File: src/rtl/sub_pkg.sv
// Shared definitions for the bit-serial subtractor: FSM state encoding and default width.
package sub_pkg;

    typedef enum logic [1:0] {
        IDLE  = 2'd0,
        SHIFT = 2'd1,
        DONE  = 2'd2
    } serial_sub_state_t;

    localparam int SUB_WIDTH = 4;

endpackage

File: src/rtl/full_sub.sv
// One-bit full subtractor cell, the subtracting counterpart of the adder's full-adder cell.
module full_sub (
    input  logic a,
    input  logic b,
    input  logic bin,
    output logic d,
    output logic bout
);

    assign d    = a ^ b ^ bin;
    // Borrow when a < b, or when a == b and a borrow is already pending.
    assign bout = (~a & b) | (~(a ^ b) & bin);

endmodule

File: src/rtl/serial_sub.sv
// Bit-serial subtractor: x - y - bin over WIDTH cycles, LSB first, start/done handshake.
//
//   state | meaning
//   IDLE  | waiting for start; diff/bout hold the last result
//   SHIFT | one operand bit pair processed per cycle, busy=1
//   DONE  | single-cycle done pulse; start here is accepted as in IDLE
module serial_sub
    import sub_pkg::*;
#(
    parameter int WIDTH = SUB_WIDTH
) (
    input  logic             clk,
    input  logic             rst_n,
    input  logic             start,
    input  logic [WIDTH-1:0] x,
    input  logic [WIDTH-1:0] y,
    input  logic             bin,
    output logic             busy,
    output logic             done,
    output logic [WIDTH-1:0] diff,
    output logic             bout
);

    localparam int CW = $clog2(WIDTH);
    localparam logic [CW-1:0] CNT_TC = CW'(WIDTH - 1);

    serial_sub_state_t state_q, state_d;
    logic [WIDTH-1:0]  xs_q, xs_d;
    logic [WIDTH-1:0]  ys_q, ys_d;
    logic [WIDTH-1:0]  work_q, work_d;
    logic [WIDTH-1:0]  diff_q, diff_d;
    logic [CW-1:0]     cnt_q, cnt_d;
    logic              br_q, br_d;
    logic              bout_q, bout_d;
    logic              busy_q, busy_d;
    logic              done_q, done_d;

    logic d_bit;
    logic br_next;

    full_sub u_full_sub (
        .a    (xs_q[0]),
        .b    (ys_q[0]),
        .bin  (br_q),
        .d    (d_bit),
        .bout (br_next)
    );

    always_comb begin
        state_d = state_q;
        xs_d    = xs_q;
        ys_d    = ys_q;
        work_d  = work_q;
        diff_d  = diff_q;
        cnt_d   = cnt_q;
        br_d    = br_q;
        bout_d  = bout_q;

        case (state_q)
            IDLE, DONE: begin
                if (start) begin
                    xs_d    = x;
                    ys_d    = y;
                    br_d    = bin;
                    cnt_d   = '0;
                    work_d  = '0;
                    state_d = SHIFT;
                end else begin
                    state_d = IDLE;
                end
            end
            SHIFT: begin
                // Result bits enter at the MSB so the LSB lands at bit 0 after WIDTH shifts.
                work_d = {d_bit, work_q[WIDTH-1:1]};
                xs_d   = xs_q >> 1;
                ys_d   = ys_q >> 1;
                br_d   = br_next;
                cnt_d  = cnt_q + CW'(1);
                if (cnt_q == CNT_TC) begin
                    diff_d  = {d_bit, work_q[WIDTH-1:1]};
                    bout_d  = br_next;
                    state_d = DONE;
                end
            end
            default: state_d = IDLE;
        endcase

        busy_d = (state_d == SHIFT);
        done_d = (state_d == DONE);
    end

    always_ff @(posedge clk or negedge rst_n) begin
        if (!rst_n) begin
            state_q <= IDLE;
            xs_q    <= '0;
            ys_q    <= '0;
            work_q  <= '0;
            diff_q  <= '0;
            cnt_q   <= '0;
            br_q    <= 1'b0;
            bout_q  <= 1'b0;
            busy_q  <= 1'b0;
            done_q  <= 1'b0;
        end else begin
            state_q <= state_d;
            xs_q    <= xs_d;
            ys_q    <= ys_d;
            work_q  <= work_d;
            diff_q  <= diff_d;
            cnt_q   <= cnt_d;
            br_q    <= br_d;
            bout_q  <= bout_d;
            busy_q  <= busy_d;
            done_q  <= done_d;
        end
    end

    assign busy = busy_q;
    assign done = done_q;
    assign diff = diff_q;
    assign bout = bout_q;

endmodule

File: config.mk
export PLATFORM = sky130hd
export DESIGN_NAME = serial_sub
export DESIGN_NICKNAME = d
export VERILOG_FILES = /design/src/rtl/sub_pkg.sv /design/src/rtl/full_sub.sv /design/src/rtl/serial_sub.sv
export SDC_FILE = /design/constraint.sdc
export NUM_CORES = 1
export LEC_CHECK = 0
export CORE_MARGIN = 4
export CORE_UTILIZATION = 25
export DETAILED_ROUTE_END_ITERATION = 8
export PLACE_DENSITY = 0.55
export SYNTH_ARGS = -nofsm -noshare
export SYNTH_HDL_FRONTEND = slang
export SYNTH_SLANG_ARGS = --single-unit
File: constraint.sdc
create_clock -name clk -period 1.39 [get_ports clk]
set_input_delay 0.278 -clock clk [delete_from_list [all_inputs] [get_ports clk]]
set_output_delay 0.278 -clock clk [all_outputs]
set_load 0.02 [all_outputs]
==> Word-level counts from Yosys, hierarchy flattened <==
Cells that the tools add are included.
{ "totals": {"reg_bits": 24, "output_inout_bits": 7} }
{ "op_classes": {"addsub": 1, "eq_ne": 6, "n_mux": 13, "bitwise_logic": 7, "n_reduce_logical": 5} }
{ "op_table": {"columns": ["op", "count"], "rows": [
  ["$pmux 4 s2", 3],
  ["$mux 4", 3],
  ["$pmux 2 s2", 2],
  ["$eq 2x2->1 const B", 3],
  ["$eq 2x1->1 const B", 2],
  ["$mux 2", 2],
  ["$reduce_and 2->1", 2],
  ["$add 2x1->2 const B", 1],
  ["$and 1x1->1", 2],
  ["$logic_not 2->1", 1],
  ["$mux 1", 2],
  ["$ne 2x2->1 const B", 1],
  ["$not 1->1", 2],
  ["$pmux 1 s2", 1],
  ["$reduce_bool 2->1", 1],
  ["$reduce_or 2->1", 1],
  ["$xor 1x1->1", 2],
  ["$or 1x1->1", 1]
]} }

==> Logic depth before layout (Yosys ltp) <==
Gate-level depths: netlist of the first run.
{ "logic_depth": {"depth_word": 5, "mapped_depth": 4} }

==> Cells and area by module <==
From an unflattened synthesis of the first run, not the netlist that was laid out.
{ "unflattened": {"hier_cells": 82, "hier_area_um2": 1148.6} }
{ "modules_own_cells": {"columns": ["mod", "instances", "cells_each", "area_each_um2"], "rows": [
  ["serial_sub", 1, 78, 1117.3],
  ["full_sub", 1, 4, 31.3]
]} }

==> Worst setup path after synthesis of the first run <==
Ideal clock, no wire load.
{ "synth_timing": {"path_type": "register to register", "from": "register ys_q[0]", "to": "register work_q[3]", "arrival_ps": 1286, "required_time_ps": 1269, "setup_slack_ps": -17, "path_stages_with_launch": 5, "path_buffers": 0, "period_less_slack_ps": 1407, "cell_sequence": "dfrtp_1 -> inv_1 -> fa_1 -> mux2_2 -> a22o_1"} }
{ "synth_via": {"elab_chain_cells": 3} }
{ "synth_lines": {"columns": ["element", "line", "source"], "rows": [
  ["start, declared", "serial_sub.sv:29", "logic [WIDTH-1:0] ys_q, ys_d;"],
  ["start signal, assigned", "serial_sub.sv:107", "ys_q <= ys_d;"],
  ["$xor 1x1->1 (2 in a row)", "full_sub.sv:10", "assign d = a ^ b ^ bin;"],
  ["via d_bit", "serial_sub.sv:38", "logic d_bit;"],
  ["$pmux 4 s2", "serial_sub.sv:59", "case (state_q)"],
  ["end signal, assigned", "serial_sub.sv:108", "work_q <= work_d;"],
  ["end, declared", "serial_sub.sv:30", "logic [WIDTH-1:0] work_q, work_d;"]
]} }
The timed path passes the listed nets, and every way through them passes these cells.
A chain may end at the register's enable or synchronous reset.

==> Worst setup path in the final report of the first run <==
Same ends and word-level chain as after synthesis.

==> results summary, run 1 <==
Data arrives at the worst endpoint at 1.61 ns. Setup repair after global routing could not meet its margin everywhere. The leakage power summed over all cells came out at 0.0006773 µW. The clock-pin slew on the worst setup and hold paths is 0.09 ns. The async set or reset register ratio after synthesis is 100.0%.

The max-slew headroom at the worst pin came out at 73.94%. The transition at the pin with the smallest max-transition slack came out at 0.3908 ns. The worst setup path is captured at a flip-flop. By startpoint and endpoint, the worst setup path is classified as reg2reg. The prevailing post-synth register cell is sky130_fd_sc_hd__dfrtp_1. The synthesized netlist devotes 2.851% of its cell area to adder and majority cells. The hold buffer count at CTS is 0.

The final reports fail on setup timing. Sorting the synthesized cells by how often they occur yields 23 x sky130_fd_sc_hd__dfrtp_1, 8 x sky130_fd_sc_hd__mux2i_1, 7 x sky130_fd_sc_hd__a211oi_1, 7 x sky130_fd_sc_hd__a21oi_1, 7 x sky130_fd_sc_hd__nor2b_1. The first TritonRoute pass finished after 4 iterations. The synthesized area came out at 1141 µm². The worst-path maximum fanout came out at 2. The final wirelength is 2199 µm. The HPWL after detailed placement came out at 1646 µm. The number of clock buffers inserted by TritonCTS came out at 3.

Tracing the worst setup path back leads to its startpoint at ys_q[0]$_DFFE_PN0P_. The cell row count is 24. The tool flagged a number of max-cap violations equal to 0. The count of filler cells inserted in the layout is 456. The count of buffers added on input and output ports is 18. Among all cell types in the netlist, the one instantiated most often is sky130_fd_sc_hd__dfrtp_1.

The total congestion overflow is 0. The min-delay analysis places its worst path in the category in2async. The power per standard cell area is 2174 nW/µm². The peak supply drop came out at 0.0006583 V. The average wire per cell in the routed design came out at 12.86 µm. The per-cell via count in the routed design came out at 4.515. The worst-case clock skew came out at 0.008799 ns. In the post-synthesis netlist, the biggest area contributors are sky130_fd_sc_hd__dfrtp_1 50%, sky130_fd_sc_hd__mux2i_1 7.0%, sky130_fd_sc_hd__mux2_4 6.6%, sky130_fd_sc_hd__mux2_2 5.9%, sky130_fd_sc_hd__a211oi_1 4.6%. For this run, the top clock speed supported by timing is 688.4 MHz. The number of top-level design ports came out at 19. The xor and xnor area share after synthesis came out at 0.7675%. The portion of netlist area occupied by mux cells is 19.52%. The share of layout cells above drive strength 1 is 26.89%. After synthesis the netlist holds a flip-flop and latch count of 23. The area fraction in and, or, nand and nor cells after synthesis is 7.456%.

The worst setup path is launched from a flip-flop. The setup-violating endpoint count in the final report came out at 2. The clock period minus final worst setup slack is 1.453 ns. The via count of the routed design is 772. The fraction of post-synthesis cell area in the top cell type by area is 50.44%. The maximum clock path buffer count is 2. The number of antenna violations at the first check in global routing was 0. Yosys mapped a number of flops with a built-in enable equal to 0. The sequential area share after synthesis is 50.44%. The worst hold slack came out at 0.3634 ns. The final RePlAce weighted congestion came out at 0.6854. The root buffer cell is sky130_fd_sc_hd__clkbuf_8.

The starting density of the core is 26.03%. The area fraction in compound gates after synthesis is 12.83%. Setup slack on the critical path of the routed design comes to -0.06265 ns. The number of antenna diodes in the final layout is 0. The first global-routing pass estimated 3726 µm of wire. The mean instance size in the synthesized netlist came out at 12.54 µm². The number of sinks driven by the clock tree came out at 23. The CTS tree is done. After technology mapping, the gate count stands at 91. After synthesis, the netlist uses 20 different library cells.

The area added between synthesis and finish is 28.73%. After synthesis, the largest family of logic cells by area is multiplexers. The number of design rule violations left after detail routing came out at 0. The source-to-sink clock delay at the later pin of the worst-skew pair is 0.27 ns.

The flow ran to the end, but the final reports show violations. The pin count of the biggest net entering global routing came out at 24. The largest total area in the synthesized netlist belongs to sky130_fd_sc_hd__dfrtp_1. The final period utilization came out at 104.5%. The count of synthesis-stage warnings from yosys is 0. Data on the critical path is required at its endpoint by 1.54 ns.

The overall die width is 75.56 µm. The area of the core region came out at 4384 µm². The full die area came out at 5709 µm². The number of global-route vias before repair came out at 792. The die outline height came out at 75.56 µm. The placement-stage worst setup slack is -0.1262 ns. The post-detailed-route count of antenna-violating nets is 0. The count of final max-slew check failures came out at 0. The number of hold-slack violations in the final timing report is 0. The number of nets in the synthesized netlist came out at 105. The worst register-to-register path begins at ys_q[0]$_DFFE_PN0P_. The H-tree depth came out at 1.

The number of nets in the final layout is 134. The total global-route track usage is 8.747%. The number of DRC violations after detailed-routing iteration 0 came out at 14.

Overall power consumption after layout is estimated at 3194 µW.
placed cells by master, fill, tap and decap left out, types with 3 or more instances in the layout:
cell and n:
sky130_fd_sc_hd__clkbuf_8 3, sky130_fd_sc_hd__buf_4 13, sky130_fd_sc_hd__a211oi_1 7, sky130_fd_sc_hd__nor2b_1 7, sky130_fd_sc_hd__mux2_2 6, sky130_fd_sc_hd__dlygate4sd2_1 7, sky130_fd_sc_hd__a21oi_1 7, sky130_fd_sc_hd__a22o_1 5
sky130_fd_sc_hd__o21ai_0 3, sky130_fd_sc_hd__mux2_4 5, sky130_fd_sc_hd__clkdlybuf4s50_1 11, sky130_fd_sc_hd__dfrtp_1 23, sky130_fd_sc_hd__mux2i_1 8
metrics by stage:
stage	cells	instance area, µm²	utilization (%)	TNS, ns
2_1_floorplan	91	1141	-	-0.0001741
3_3_place_gp	165	1414	32.25	-0.1479
3_5_place_dp	165	1414	32.25	-0.6045
4_1_cts	170	1459	33.28	-0.1587
5_1_grt	171	1469	33.50	-0.2045
6_report	171	1469	33.50	-0.08322
worst paths after layout:
| path | to | slack [ns] | cells after the start |
|---|---|---|---|
| worst max-delay path | work_q[3]$_DFFE_PN0P_ | -0.06 | 4 |
| worst min-delay path | xs_q[0]$_DFFE_PN0P_ | 0.36 | 2 |
| worst max register to register | work_q[3]$_DFFE_PN0P_ | -0.06 | 4 |
| worst min register to register | bout$_DFFE_PN0P_ | 0.51 | 2 |
| max in group asynchronous | diff[0]$_DFFE_PN0P_ | 0.79 | 2 |
| min in group clk | bout$_DFFE_PN0P_ | 0.51 | 2 |
worst max-delay path, stage by stage, from the launching register on:
cell and delay, ns:
sky130_fd_sc_hd__dfrtp_1 0.40, sky130_fd_sc_hd__inv_2 0.07, sky130_fd_sc_hd__fa_2 0.42, sky130_fd_sc_hd__mux2_2 0.27
sky130_fd_sc_hd__a22o_1 0.17
report_power, final:
part / switching [µW] / internal (µW) / leakage, µW
logic: 649 / 906 / 0.000368
registers: 248 / 974 / 0.000284
clock network: 217 / 200 / 0.0000255
total: 1110 / 2080 / 0.000677
cell type report:
cell class	instances	area [µm²]	share of cell area, %
Clock inverter	1	5.005	0.3407
Inverter	4	15.01	1.022
Timing Repair Buffer	31	269.0	18.31
Multi-Input combinational cell	57	498.0	33.90
Tap cell	52	65.06	4.429
Sequential cell	23	575.6	39.18
Clock buffer	3	41.29	2.811
logic make-up after synthesis:
kind of cell    after synthesis
flops                        23
compound gates               22
mux                          19
simple gates                 13
buf+inv                      11
fa+ha+maj                     2
xor+xnor                      1
timing repair:
action,CTS,global route
setup buffers,1,1
resized for setup,8,1
pin swaps,1,0
gates cloned,0,0
setup endpoints to repair,8,4
routing by layer:
layer / part of all wire (%) / vias up / wire length (µm) / GRT usage, %
li1: - / 379 / - / -
met1: 46 / 372 / 1002 / 11.37
met2: 47 / 19 / 1037 / 13.71
met3: 6.3 / 2 / 139 / 3.298
met4: 0.86 / 0 / 19 / 2.330
met5: 0 / - / 0 / 0
flip-flops by register name, indices dropped and copies added (netlist names):
register,flops
diff,4
xs_q,4
ys_q,4
work_q,3
cnt_q,2
state_q,2
bout,1
br_q,1
busy,1
done,1
No activity file was read; power rests on OpenSTA's default activity.
==> run 2, diff against run 1 <==
CORE_MARGIN = 5   (was 4)
GPL_TIMING_DRIVEN = 0   (was unset)
==> results summary, run 2 (synthesized netlist as in run 1, its figures left out) <==
The routed wire length on met2 came out at 999 µm (was 1037 µm). The peak supply drop is 0.0007360 V (was 0.0006583 V). The final critical-path setup slack came to -0.04256 ns (was -0.06265 ns). The max-slew headroom at the worst pin is 28.72% (was 73.94%). The clock period minus final worst setup slack came out at 1.433 ns (was 1.453 ns).

The placement-stage worst setup slack is -0.2446 ns (was -0.1262 ns). The pin count of the biggest net entering global routing came out at 24 (unchanged). The number of top-level design ports is 19 (unchanged). The capture point of the worst reg-to-reg path is work_q[3]$_DFFE_PN0P_ (unchanged).

The root buffer cell is sky130_fd_sc_hd__clkbuf_8 (unchanged). The HPWL after detailed placement came out at 1541 µm (was 1646 µm). The critical register-to-register path startpoint is br_q$_DFFE_PN0P_ (was ys_q[0]$_DFFE_PN0P_). The H-tree depth is 1 (unchanged). The transition at the pin with the smallest max-transition slack came out at 1.067 ns (was 0.3908 ns). The final sum of negative setup slack is -0.04256 ns (was -0.08322 ns). The highest routing layer actually used is met4 (unchanged). The count of final max-slew check failures came out at 0 (unchanged). The total global-route track usage is 8.056% (was 8.747%). The hold buffer count at CTS is 0 (unchanged). The number of max-capacitance violations reported came out at 0 (unchanged). The full die area came out at 6016 µm² (was 5709 µm²).

The power per standard cell area came to 2192 nW/µm² (was 2174 nW/µm²). The leakage power summed over all cells is 0.0006660 µW (was 0.0006773 µW). The worst-path maximum fanout is 2 (unchanged). The arrival time at the worst endpoint is 1.59 ns (was 1.61 ns). The area of the core region is 4384 µm² (unchanged).

The slowest library cell on the worst path was sky130_fd_sc_hd__fa_1 (was sky130_fd_sc_hd__fa_2). The clock-pin slew on the worst setup and hold paths is 0.08 ns (was 0.09 ns). The per-cell via count in the routed design came out at 4.575 (was 4.515). The die outline height was 77.56 µm (was 75.56 µm). The number of sinks driven by the clock tree was 23 (unchanged).

The starting density of the core came to 26.03% (unchanged). The count of filler cells inserted in the layout is 447 (was 456). The critical path class is reg2reg (unchanged). RSZ-0062 raised after global routing: yes (unchanged). The cell row count came out at 24 (unchanged). The number of standard cells in the final layout excluding fillers came to 167 (was 171). The source-to-sink clock delay at the later pin of the worst-skew pair came out at 0.26 ns (was 0.27 ns). Violations in the final reports: setup timing (unchanged).

The worst setup path startpoint is br_q$_DFFE_PN0P_ (was ys_q[0]$_DFFE_PN0P_). The type of the worst min-delay path is in2async (unchanged). The detailed-route wire length on metal 1 came out at 1129 µm (was 1002 µm). The worst path required time is 1.55 ns (was 1.54 ns). The count of inserted antenna diode cells came out at 0 (unchanged).

The setup-violating endpoint count in the final report was 1 (was 2). The worst-case clock skew came out at 0.0007329 ns (was 0.008799 ns). The post-detailed-route count of antenna-violating nets was 0 (unchanged). The final period utilization was 103.1% (was 104.5%). The cell area after layout is 1438 µm² (was 1469 µm²). The CTS tree is done (unchanged).

The final wirelength is 2269 µm (was 2199 µm). The maximum clock path buffer count is 2 (unchanged). The total congestion overflow came out at 0 (unchanged). The delay of the slowest critical-path stage is 0.48 ns (was 0.42 ns). The average wire per cell in the routed design is 13.59 µm (was 12.86 µm). Outcome: finished with violations (unchanged). The global-route wire length before repair was 3995 µm (was 3726 µm).

The number of clock buffers inserted by TritonCTS came out at 3 (unchanged). The overall die width was 77.56 µm (was 75.56 µm). The number of nets in the final layout came to 130 (was 134). Commonest non-fill, non-tap cells in the layout: 23 x sky130_fd_sc_hd__dfrtp_1, 9 x sky130_fd_sc_hd__clkdlybuf4s50_1, 8 x sky130_fd_sc_hd__mux2i_1 (was 23 x sky130_fd_sc_hd__dfrtp_1, 13 x sky130_fd_sc_hd__buf_4, 11 x sky130_fd_sc_hd__clkdlybuf4s50_1). The nature of the critical path endpoint is a flip-flop (unchanged).

The placed standard-cell area came out at 1376 µm² (was 1414 µm²). The number of detailed-route iterations in the first pass is 2 (was 4). The via count of the routed design came out at 764 (was 772). The number of design rule violations left after detail routing came out at 0 (unchanged).

The reg-to-reg setup timing slack came to -0.04 ns (was -0.06 ns). The logic depth of the worst register-to-register path came out at 4 (unchanged). The number of hold-slack violations in the final timing report came out at 0 (unchanged). The area added between synthesis and finish came out at 25.99% (was 28.73%). The type of origin of the critical path was a flip-flop (unchanged).

The number of global-route vias before repair was 811 (was 792). The length of routed met3 wiring is 136 µm (was 139 µm). The share of layout cells above drive strength 1 is 22.61% (was 26.89%). The maximum clock rate came to 698.1 MHz (was 688.4 MHz). The total of buffers placed on input and output ports is 17 (was 18). The most common cell after layout, fill and taps aside is sky130_fd_sc_hd__dfrtp_1 (unchanged).

The area used by multi-input combinational logic is 495.5 µm² (was 498.0 µm²). The number of DRC violations after detailed-routing iteration 0 came out at 13 (was 14). The final RePlAce weighted congestion came to 0.6759 (was 0.6854). The post-placement cell count is 160 (was 165). The register area is 575.6 µm² (unchanged). The number of antenna violations at the first check in global routing came to 0 (unchanged). Chain of cells forming the critical path: inv_2, fa_1, mux2_2, a22o_1 (was inv_2, fa_2, mux2_2, a22o_1).
-- run 2: cell count changes in the layout (fill, tap and decap cells not counted), moves of 2 or more --
cell / before / now
sky130_fd_sc_hd__buf_4: 13 / 6
sky130_fd_sc_hd__buf_6: 0 / 2
sky130_fd_sc_hd__clkdlybuf4s50_1: 11 / 9
sky130_fd_sc_hd__buf_2: 0 / 2
-- run 2: through the flow --
step	power (µW)	util [%]	hold WS, ns
2_1_floorplan	2299	-	-0.01759
3_3_place_gp	2691	31.39	0.4722
3_5_place_dp	2744	31.39	0.4735
4_1_cts	3152	32.56	0.4363
5_1_grt	3415	32.79	0.3058
6_report	3151	32.79	0.2018
-- run 2: power breakdown --
group	switching, µW	internal, µW
clock	210	205
combinational	698	883
sequential	181	974
total	1090	2060
-- run 2: metal layers --
metal,track usage (%),vias to the layer above
met4,1.031,0
met1,11.06,370
met5,0,-
met3,3.588,2
li1,-,372
met2,12.04,20
-- run 2: final cells by class --
cell class                      count  area share [%]
Timing Repair Buffer               20           12.97
Tap cell                           52           4.526
Clock buffer                        4           3.133
Inverter                            4           1.044
Sequential cell                    23           40.03
Multi-Input combinational cell     57           34.46
Buffer                              7           3.829
-- run 2: how the worst max path moves through the flow --
stage	endpoint	cells after the start
2_1_floorplan	work_q[3]$_DFFE_PN0P_	4
3_3_place_gp	xs_q[3]$_DFFE_PN0P_	1
3_5_place_dp	xs_q[2]$_DFFE_PN0P_	1
4_1_cts	work_q[3]$_DFFE_PN0P_	4
5_1_grt	work_q[3]$_DFFE_PN0P_	4
6_report	work_q[3]$_DFFE_PN0P_	4
-- run 2: timing repair --
action,in CTS,in global routing
setup endpoints to repair,8,24
gates resized for setup,7,1
pin swaps,1,1
setup buffers,2,1
-- run 2: worst max-delay path: cells and delay by family (launching register included) --
kind	cells	cell delay [ns]
multiplexers	1	0.27
adder cells (fa/ha/maj)	1	0.48
buffers and inverters	1	0.05
flip-flops	1	0.36
AO/OA/AOI/OAI	1	0.17
==> run 3, diff against run 2 <==
SYNTH_HIERARCHICAL = 1   (was unset)
==> results summary, run 3 <==
Outcome: finished with violations (unchanged). Violations in the final reports: setup timing (unchanged). The count of final max-slew check failures was 0 (unchanged). The number of sinks driven by the clock tree came out at 23 (unchanged). Ranking of synthesized cells by instance count: 23 x sky130_fd_sc_hd__dfrtp_1, 23 x sky130_fd_sc_hd__mux2i_1, 6 x sky130_fd_sc_hd__mux2_2 (was 23 x sky130_fd_sc_hd__dfrtp_1, 8 x sky130_fd_sc_hd__mux2i_1, 7 x sky130_fd_sc_hd__a211oi_1, 7 x sky130_fd_sc_hd__a21oi_1, 7 x sky130_fd_sc_hd__nor2b_1).

The number of DRC violations after detailed-routing iteration 0 came out at 25 (was 13). The number of global-route vias before repair is 749 (was 811). The prevailing post-synth register cell is sky130_fd_sc_hd__dfrtp_1 (unchanged). The worst-case clock skew came out at 0.001464 ns (was 0.0007329 ns). The hold buffer count at CTS was 0 (unchanged). The number of hold-slack violations in the final timing report came to 0 (unchanged). The placement-stage worst setup slack came to -0.1819 ns (was -0.2446 ns). Commonest non-fill, non-tap cells in the layout: 23 x sky130_fd_sc_hd__mux2i_1, 23 x sky130_fd_sc_hd__dfrtp_1, 10 x sky130_fd_sc_hd__clkdlybuf4s50_1 (was 23 x sky130_fd_sc_hd__dfrtp_1, 9 x sky130_fd_sc_hd__clkdlybuf4s50_1, 8 x sky130_fd_sc_hd__mux2i_1). The leakage power summed over all cells came out at 0.0007307 µW (was 0.0006660 µW). The full die area came out at 6050 µm² (was 6016 µm²). The maximum clock rate came out at 690.6 MHz (was 698.1 MHz). The cell type contributing the most total cell area after synthesis is sky130_fd_sc_hd__dfrtp_1 (unchanged). The max-slew headroom at the worst pin is 32.60% (was 28.72%).

The number of clock buffers inserted by TritonCTS came out at 3 (unchanged). The total of buffers placed on input and output ports is 18 (was 17). The delay of the slowest critical-path stage is 0.48 ns (about the same). The synthesized area came out at 1149 µm² (was 1141 µm²). The arrival time at the worst endpoint is 1.60 ns (was 1.59 ns). The number of flops mapped to enable cells by yosys is 0 (unchanged). The count of synthesis-stage warnings from yosys is 6 (was 0). The placed standard-cell area was 1394 µm² (was 1376 µm²). The power per standard cell area came to 2090 nW/µm² (was 2192 nW/µm²). The post-detailed-route count of antenna-violating nets is 0 (unchanged). The final wirelength came out at 2023 µm (was 2269 µm). The maximum clock path buffer count is 2 (unchanged). Top area cells in the synthesized netlist: sky130_fd_sc_hd__dfrtp_1 50%, sky130_fd_sc_hd__mux2i_1 20%, sky130_fd_sc_hd__mux2_4 6.5%, sky130_fd_sc_hd__mux2_2 5.9%, sky130_fd_sc_hd__a22o_1 3.8% (was sky130_fd_sc_hd__dfrtp_1 50%, sky130_fd_sc_hd__mux2i_1 7.0%, sky130_fd_sc_hd__mux2_4 6.6%, sky130_fd_sc_hd__mux2_2 5.9%, sky130_fd_sc_hd__a211oi_1 4.6%).

The transition at the pin with the smallest max-transition slack is 1.009 ns (was 1.067 ns). The number of antenna violations at the first check in global routing came out at 0 (unchanged). Chain of cells forming the critical path: inv_1, fa_1, mux2_2, a22o_1 (was inv_2, fa_1, mux2_2, a22o_1). The count of inserted antenna diode cells came out at 0 (unchanged). The fraction of post-synthesis cell area in the top cell type by area is 50.11% (was 50.44%). The distinct cell type count after synthesis was 15 (was 20).

The number of instances in the synthesized netlist was 82 (was 91). The cell row count came to 24 (unchanged). The via count of the routed design is 703 (was 764). The HPWL after detailed placement is 1479 µm (was 1541 µm). The final period utilization is 104.2% (was 103.1%). The die outline height came out at 77.78 µm (was 77.56 µm). The share of layout cells above drive strength 1 came out at 22.43% (was 22.61%). The worst-path maximum fanout came to 2 (unchanged). The area used by multi-input combinational logic came out at 505.5 µm² (was 495.5 µm²). The total power came out at 3041 µW (was 3151 µW). The number of max-capacitance violations reported is 0 (unchanged).

The H-tree depth came out at 1 (unchanged). The total global-route track usage is 7.345% (was 8.056%). The sequential area share after synthesis came out at 50.11% (was 50.44%).

The count of filler cells inserted in the layout is 446 (was 447). The worst path required time is 1.54 ns (was 1.55 ns). The global-route wire length before repair is 3615 µm (was 3995 µm). The number of nets in the final layout came out at 122 (was 130). The clock-pin slew on the worst setup and hold paths was 0.08 ns (about the same). The number of top-level design ports came out at 19 (unchanged). The total congestion overflow is 0 (unchanged). The critical path class was reg2reg (unchanged). The setup-violating endpoint count in the final report is 1 (unchanged). The root buffer cell was sky130_fd_sc_hd__clkbuf_8 (unchanged).

The source-to-sink clock delay at the later pin of the worst-skew pair is 0.26 ns (about the same). The slowest library cell on the worst path is sky130_fd_sc_hd__fa_1 (unchanged). The number of design rule violations left after detail routing came out at 0 (unchanged). The peak supply drop is 0.0006123 V (was 0.0007360 V). The mean instance size in the synthesized netlist is 14.01 µm² (was 12.54 µm²).

The worst hold slack is 0.1777 ns (was 0.2018 ns). The cell area after layout was 1455 µm² (was 1438 µm²). RSZ-0062 raised after global routing: yes (unchanged).

The type of the worst min-delay path was in2async (unchanged). The starting density of the core came out at 26.02% (was 26.03%). The CTS tree is done (unchanged). The number of detailed-route iterations in the first pass was 3 (was 2). The async set or reset register ratio after synthesis came to 100.0% (unchanged). The overall die width was 77.78 µm (was 77.56 µm).

The per-cell via count in the routed design is 4.421 (was 4.575). The number of nets in the synthesized netlist came out at 96 (was 105). The final RePlAce weighted congestion came to 0.6838 (was 0.6759).

The final critical-path setup slack is -0.05807 ns (was -0.04256 ns). The pin count of the biggest net entering global routing came out at 24 (unchanged). The average wire per cell in the routed design came out at 12.72 µm (was 13.59 µm). The type of origin of the critical path is a flip-flop (unchanged). The post-synthesis register bit count is 23 (unchanged).

The area added between synthesis and finish came out at 26.69% (was 25.99%). The clock period minus final worst setup slack is 1.448 ns (was 1.433 ns). The nature of the critical path endpoint is a flip-flop (unchanged).

The area of the core region was 4414 µm² (was 4384 µm²). The register area is 575.6 µm² (unchanged).
## run 3: changes by cell type after synthesis
cell	before	now
sky130_fd_sc_hd__buf_6	2	3
sky130_fd_sc_hd__mux2i_1	8	23
sky130_fd_sc_hd__inv_1	4	5
sky130_fd_sc_hd__a211oi_1	7	0
sky130_fd_sc_hd__a21oi_1	7	0
sky130_fd_sc_hd__nand2_1	1	0
sky130_fd_sc_hd__buf_2	2	0
sky130_fd_sc_hd__nor2b_1	7	0
sky130_fd_sc_hd__o21ai_0	3	2
sky130_fd_sc_hd__buf_4	3	2
## run 3: timing repair
item | in CTS | in global routing
setup buffers | 2 | 1
setup endpoints to repair | 8 | 24
resized for setup | 8 | 1
## run 3: kinds of logic after synthesis
logic type               Yosys count  synth area share [%]
flip-flops                        23                 50.11
multiplexers                      34                 32.46
XOR/XNOR                           1                0.7627
adder cells (fa/ha/maj)            2                 2.832
buffers and inverters             10                 5.882
AND/OR/NAND/NOR                    5                 3.268
AO/OA/AOI/OAI                      7                 4.684
## run 3: final cells by class
cell class | count | share of cell area (%)
sequential | 23 | 39.55
buffer | 5 | 3.353
multi-input combinational | 49 | 34.74
inverter | 5 | 1.290
timing repair buffer | 21 | 13.50
clock buffer | 4 | 3.095
tap | 52 | 4.471
## run 3: power breakdown
| group | switching [µW] | total, µW | leakage, µW | internal (µW) |
|---|---|---|---|---|
| registers | 195 | 1160 | 0.000289 | 965 |
| clock network | 200 | 404 | 0.0000228 | 204 |
| logic | 638 | 1480 | 0.000419 | 839 |
| total | 1030 | 3040 | 0.000731 | 2010 |
## run 3: worst paths after layout
| kind | from | to | slack, ns | cells past startpoint |
|---|---|---|---|---|
| max in group asynchronous | rst_n | xs_q[1]$_DFFE_PN0P_ | 0.60 | 1 |
| hold reg to reg | diff[1]$_DFFE_PN0P_ | diff[1]$_DFFE_PN0P_ | 0.51 | 1 |
| setup reg to reg | br_q$_DFFE_PN0P_ | work_q[3]$_DFFE_PN0P_ | -0.06 | 4 |
| min in group clk | diff[1]$_DFFE_PN0P_ | diff[1]$_DFFE_PN0P_ | 0.51 | 1 |
| setup / recovery | br_q$_DFFE_PN0P_ | work_q[3]$_DFFE_PN0P_ | -0.06 | 4 |
| hold / removal | rst_n | bout$_DFFE_PN0P_ | 0.18 | 1 |
## run 3: critical path: cells and delay by family (launching register included)
kind / cells / cell delay (ns)
mux: 1 / 0.27
buf+inv: 1 / 0.06
fa+ha+maj: 1 / 0.48
flops: 1 / 0.35
compound gates: 1 / 0.17
## run 3: through the flow
step                      std cells  TNS [ns]  utilization, %
final                           159  -0.05807           32.96
after global routing            159   -0.1277           32.96
after CTS                       158  -0.06840           32.74
after detailed placement        152    -4.888           31.58
after global placement          152    -4.638           31.58
after floorplan                  82  -0.02464               -
## run 3: routing by layer
metal	vias up	routed length [µm]	track usage, %
li1	339	-	-
met4	0	16	1.546
met5	-	0	0
met2	13	975	12.52
met1	349	928	8.631
met3	2	102	3.009
==> RTL edit 1 (flow settings as in run 3) <==
Put one more register stage on the output `diff`. The value now appears one clock later. The other outputs are not delayed to match.
--- a/src/rtl/serial_sub.sv
+++ b/src/rtl/serial_sub.sv
@@ -117,7 +117,9 @@
 
     assign busy = busy_q;
     assign done = done_q;
-    assign diff = diff_q;
+    always_ff @(posedge clk) begin
+        diff <= diff_q;
+    end
     assign bout = bout_q;
 
 endmodule
Formal check against the unedited RTL: not equivalent (Yosys sat finds a counterexample within 10 cycles, from zero or initial values and one cycle with rst_n low).
==> RTL edit 1 against run 3 <==
The run still ends with negative setup slack left. Sequential cell count rose by 4. Sequential power up 15%. Sequential share of layout area rose by 2.8 points. Total power is 5.4% higher. Non-clock buffer count decreased by 1. Setup slack improved by 0.0091 ns. Cell area is 6.3% higher. Area after synthesis grew 7.0%. Clock power grew 8.4%. Wire length grew 0.89%. Critical path type unchanged. Critical endpoint unchanged.
==> RTL edit 1: results (changes against run 3) <==
worst_setup_path:
  r2r_cells: 4  # unchanged
  slowest_delay_ns: 0.49
  critPathLaunch: "ys_q[0]"
sta:
  tightest_slew_ns: 1.017  # +0.007829 ns
  setup_viol: 1  # unchanged
  tns_ns: -0.04894  # +0.009134 ns
  whs_ns: 0.1716  # -0.006137 ns
  final.setup.worst_slack_ns: -0.04894  # +0.009134 ns
  fin_skew_ns: 0.001687  # +0.0002231 ns
power:
  vdd_ir_drop_max_uv: 619.7  # +1.2%
  p_comb_share_pct: 44.9  # -3.7 points
  p_clk_mw: 0.438  # +8.4%
  p_leak_nw: 0.7603  # +4.1%
  power_density_nw_per_um2: 2073  # -0.79%
  power_switching_mw: 1.051  # +1.7%
final_layout:
  final_cells: 177  # +11%
  final_layout_size_suffix_gt1_share_pct: 20.00  # -2.4 points
  nets: 125  # +2.5%
  fill_cells: 506  # +13%
yosys:
  yosys-top-cells-area: "dfrtp_1, mux2i_1, mux2_4"
  synth-compound-area-share_pct: 4.379  # -0.31 points
  synth_fa_ha_area_share_pct: 2.648  # -0.18 points
  yosysSeqAreaShare_pct: 53.36  # +3.3 points
  syn_inst: 86  # +4.9%
  synth-xor-area-share_pct: 0.7128  # -0.050 points
  ys_warn_count: 6  # unchanged
  yosys-top-cells-count: "dfrtp_1, mux2i_1, mux2_4"
  syn_nets: 100  # +4.2%
  yosysUniqueCellTypes: 16  # +1
  async_flop_share_pct: 85.19  # -15 points
  ys.flop_type: "dfrtp_1"
  synthMuxAreaShare_pct: 30.65  # -1.8 points
status:
  violations: "negative setup slack"
  status: "complete, but fails checks"
placement:
  dpl.cell_count: 171  # +13%
  place_area_um2: 1493  # +7.1%
  dp_worst_setup_slack_ns: -0.2107  # -0.02882 ns
  routabilityCongestion: 0.6689  # -2.2%
  dp_hpwl_um: 1479  # about the same
clocking:
  cts_resized: 7  # -1
  cts_root_buf: "clkbuf_8"
  clk_path_buf_depth: 2  # unchanged
grt:
  grtUsageTotal_pct: 7.138  # -0.21 points
  grt_pass1_vias: 795  # +6.1%
  grt_pass1_wl_um: 3581  # -0.94%
route:
  wirelength_um: 2041  # +0.89%
  first_iter_violations: 18  # -28%
  first_pass_iters: 4  # +1
  routed_via_density: 4.096  # -7.4%
-- RTL edit 1: cell count changes after synthesis, sizes merged --
| cell | change |
|---|---|
| dfxtp | +4 |
-- RTL edit 1: area by class of cell --
type	count	area [µm²]	share of cell area, %
plain buffers	5	45.04	2.913
repair buffers	20	188.9	12.22
well taps	67	83.83	5.421
inverters	5	18.77	1.214
flip-flops and latches	27	655.6	42.39
multi-input cells	49	509.2	32.93
clock buffers	4	45.04	2.913
-- RTL edit 1: routing by layer --
metal | part of all wire (%) | GRT usage, % | vias to the layer above
met5 | 0 | 0 | -
met4 | 0.44 | 1.520 | 0
met3 | 5.2 | 2.691 | 2
met2 | 45 | 11.84 | 18
met1 | 49 | 8.801 | 358
li1 | - | - | 347
-- RTL edit 1: cells by family after synthesis --
logic type / count (synthesis)
xor+xnor: 1
compound gates: 7
buf+inv: 10
flops: 27
fa+ha+maj: 2
mux: 34
simple gates: 5
==> RTL edit 2 (settings of run 3) <==
Made on the original files. `SUB_WIDTH`: 4 -> 2.
--- a/src/rtl/sub_pkg.sv
+++ b/src/rtl/sub_pkg.sv
@@ -7,7 +7,7 @@
         DONE  = 2'd2
     } serial_sub_state_t;
 
-    localparam int SUB_WIDTH = 4;
+    localparam int SUB_WIDTH = 2;
 
 endpackage
 
Ports: changed (resized diff, x and y); port bits go from 19 to 13. No check against the original RTL was run, so the function may have changed too.
==> RTL edit 2 against run 3 <==
Total power decreased by 32%. Area after synthesis decreased by 41%. Cell area shrank 39%. Wire length is 41% lower. Largest cell class unchanged. Synthesized cell count decreased by 38%. Setup slack lost 0.080 ns. The run still ends with negative setup slack left. Worst hold slack improved by 0.20 ns. Sequential cell count is 9 lower. Global-route usage is essentially flat. Non-clock buffer count is 8 lower. Clock power is 27% lower.
==> RTL edit 2: results (changes against run 3) <==
sta:
  setup_viol: 2  # +1
  tightest_slew_ns: 0.6455  # -0.3639 ns
  fin_skew_ns: 0.01276  # +0.01130 ns
  tns_ns: -0.2003  # -0.1422 ns
  final.setup.worst_slack_ns: -0.1377  # -0.07958 ns
final_layout:
  nets: 80  # -34%
  final_layout_size_suffix_gt1_share_pct: 27.14  # +4.7 points
clocking:
  cts_root_buf: "clkbuf_4"
  insertion_delay_ns: 0.28  # +0.02 ns
placement:
  routabilityCongestion: 0.6622  # -3.2%
  dp_hpwl_um: 856.3  # -42%
yosys:
  yosys-top-cells-area: "dfrtp_1, mux2i_1, mux2_2"
  yosysUniqueCellTypes: 17  # +2
  yosysSeqAreaShare_pct: 51.95  # +1.8 points
  yosys-top-cells-count: "dfrtp_1, mux2i_1, inv_1, mux2_2"
worst_setup_path:
  crit_arrival_ns: 1.69  # +0.09 ns
grt:
  grt_pass1_vias: 487  # -35%
  grtUsageTotal_pct: 7.310  # -0.035 points
route:
  first_pass_iters: 2  # -1
  vias: 430  # -39%
  post_drt_wl_per_cell_um: 11.87  # -6.7%
status:
  status: "complete, but fails checks"
  violations: "negative setup slack"
power:
  vdd_ir_drop_max_uv: 1310  # +110%
  p_leak_nw: 0.4439  # -39%
## RTL edit 2: changes by cell type in the layout (fill, tap and decap cells not counted), moves of 3 or more
cell	run 3	this run
a22o_1	5	1
clkbuf_4	0	3
clkdlybuf4s50_1	10	6
dfrtp_1	23	14
mux2_4	5	1
mux2i_1	23	11
## RTL edit 2: worst max-delay path, stage by stage, from the launching register on
cell	delay, ns
dfrtp_1	0.38
inv_2	0.05
fa_1	0.50
mux2_4	0.28
a22o_1	0.20
## RTL edit 2: what timing repair did
action	4_1_cts	5_1_grt
setup buffers	2	2
pin swaps	0	1
setup endpoints to repair	6	1
gates resized for setup	5	1
## RTL edit 2: path summary, 6_finish.rpt
check | slack (ns) | cells after the start | startpoint | end
setup / recovery | -0.14 | 4 | ys_q[0] | work_q[1]
hold / removal | 0.38 | 1 | rst_n | xs_q[1]
setup reg to reg | -0.14 | 4 | ys_q[0] | work_q[1]
hold reg to reg | 0.51 | 1 | diff[0] | diff[0]
max in group asynchronous | 0.58 | 1 | rst_n | state_q[1]
min in group clk | 0.43 | 2 | start | state_q[0]
## RTL edit 2: through the flow
step / power, mW / area, µm² / std cells / hold slack (ns) / worst slack, ns
2_1_floorplan: 1.432 / 674.4 / 51 / -0.01759 / -0.05942
3_3_place_gp: 1.690 / 822.0 / 92 / 0.4880 / -0.1037
3_5_place_dp: 1.719 / 822.0 / 92 / 0.5030 / -0.1191
4_1_cts: 2.000 / 867.1 / 98 / 0.4098 / -0.1252
5_1_grt: 2.211 / 882.1 / 100 / 0.4360 / -0.1624
6_report: 2.056 / 882.1 / 100 / 0.3809 / -0.1377
## RTL edit 2: cell type report
cell class	instances	area, µm²
fill	269	1640
sequential	14	350.3
multi-input combinational	29	281.5
timing repair buffer	15	133.9
tap	30	37.54
clock buffer	4	36.28
buffer	3	23.77
inverter	5	18.77
## RTL edit 2: metal layers
metal,GRT usage [%],wire length [µm]
met1,8.953,595
met2,11.39,526
met3,1.860,43
met4,4.545,21
met5,0,0
## RTL edit 2: kinds of logic after synthesis
family / Yosys count / synth area share [%]
compound gates: 4 / 3.897
xor+xnor: 1 / 1.299
fa+ha+maj: 1 / 2.969
buf+inv: 8 / 6.308
flops: 14 / 51.95
mux: 17 / 26.90
simple gates: 6 / 6.680
## RTL edit 2: power groups by stage
stage               combinational (mW)  clock [mW]  sequential (mW)
global route                      1.13       0.318            0.761
CTS                              0.962       0.302            0.735
floorplan                        0.617           0            0.814
global placement                 0.948           0            0.742
finish                            1.03       0.295            0.734
detailed placement               0.966           0            0.753
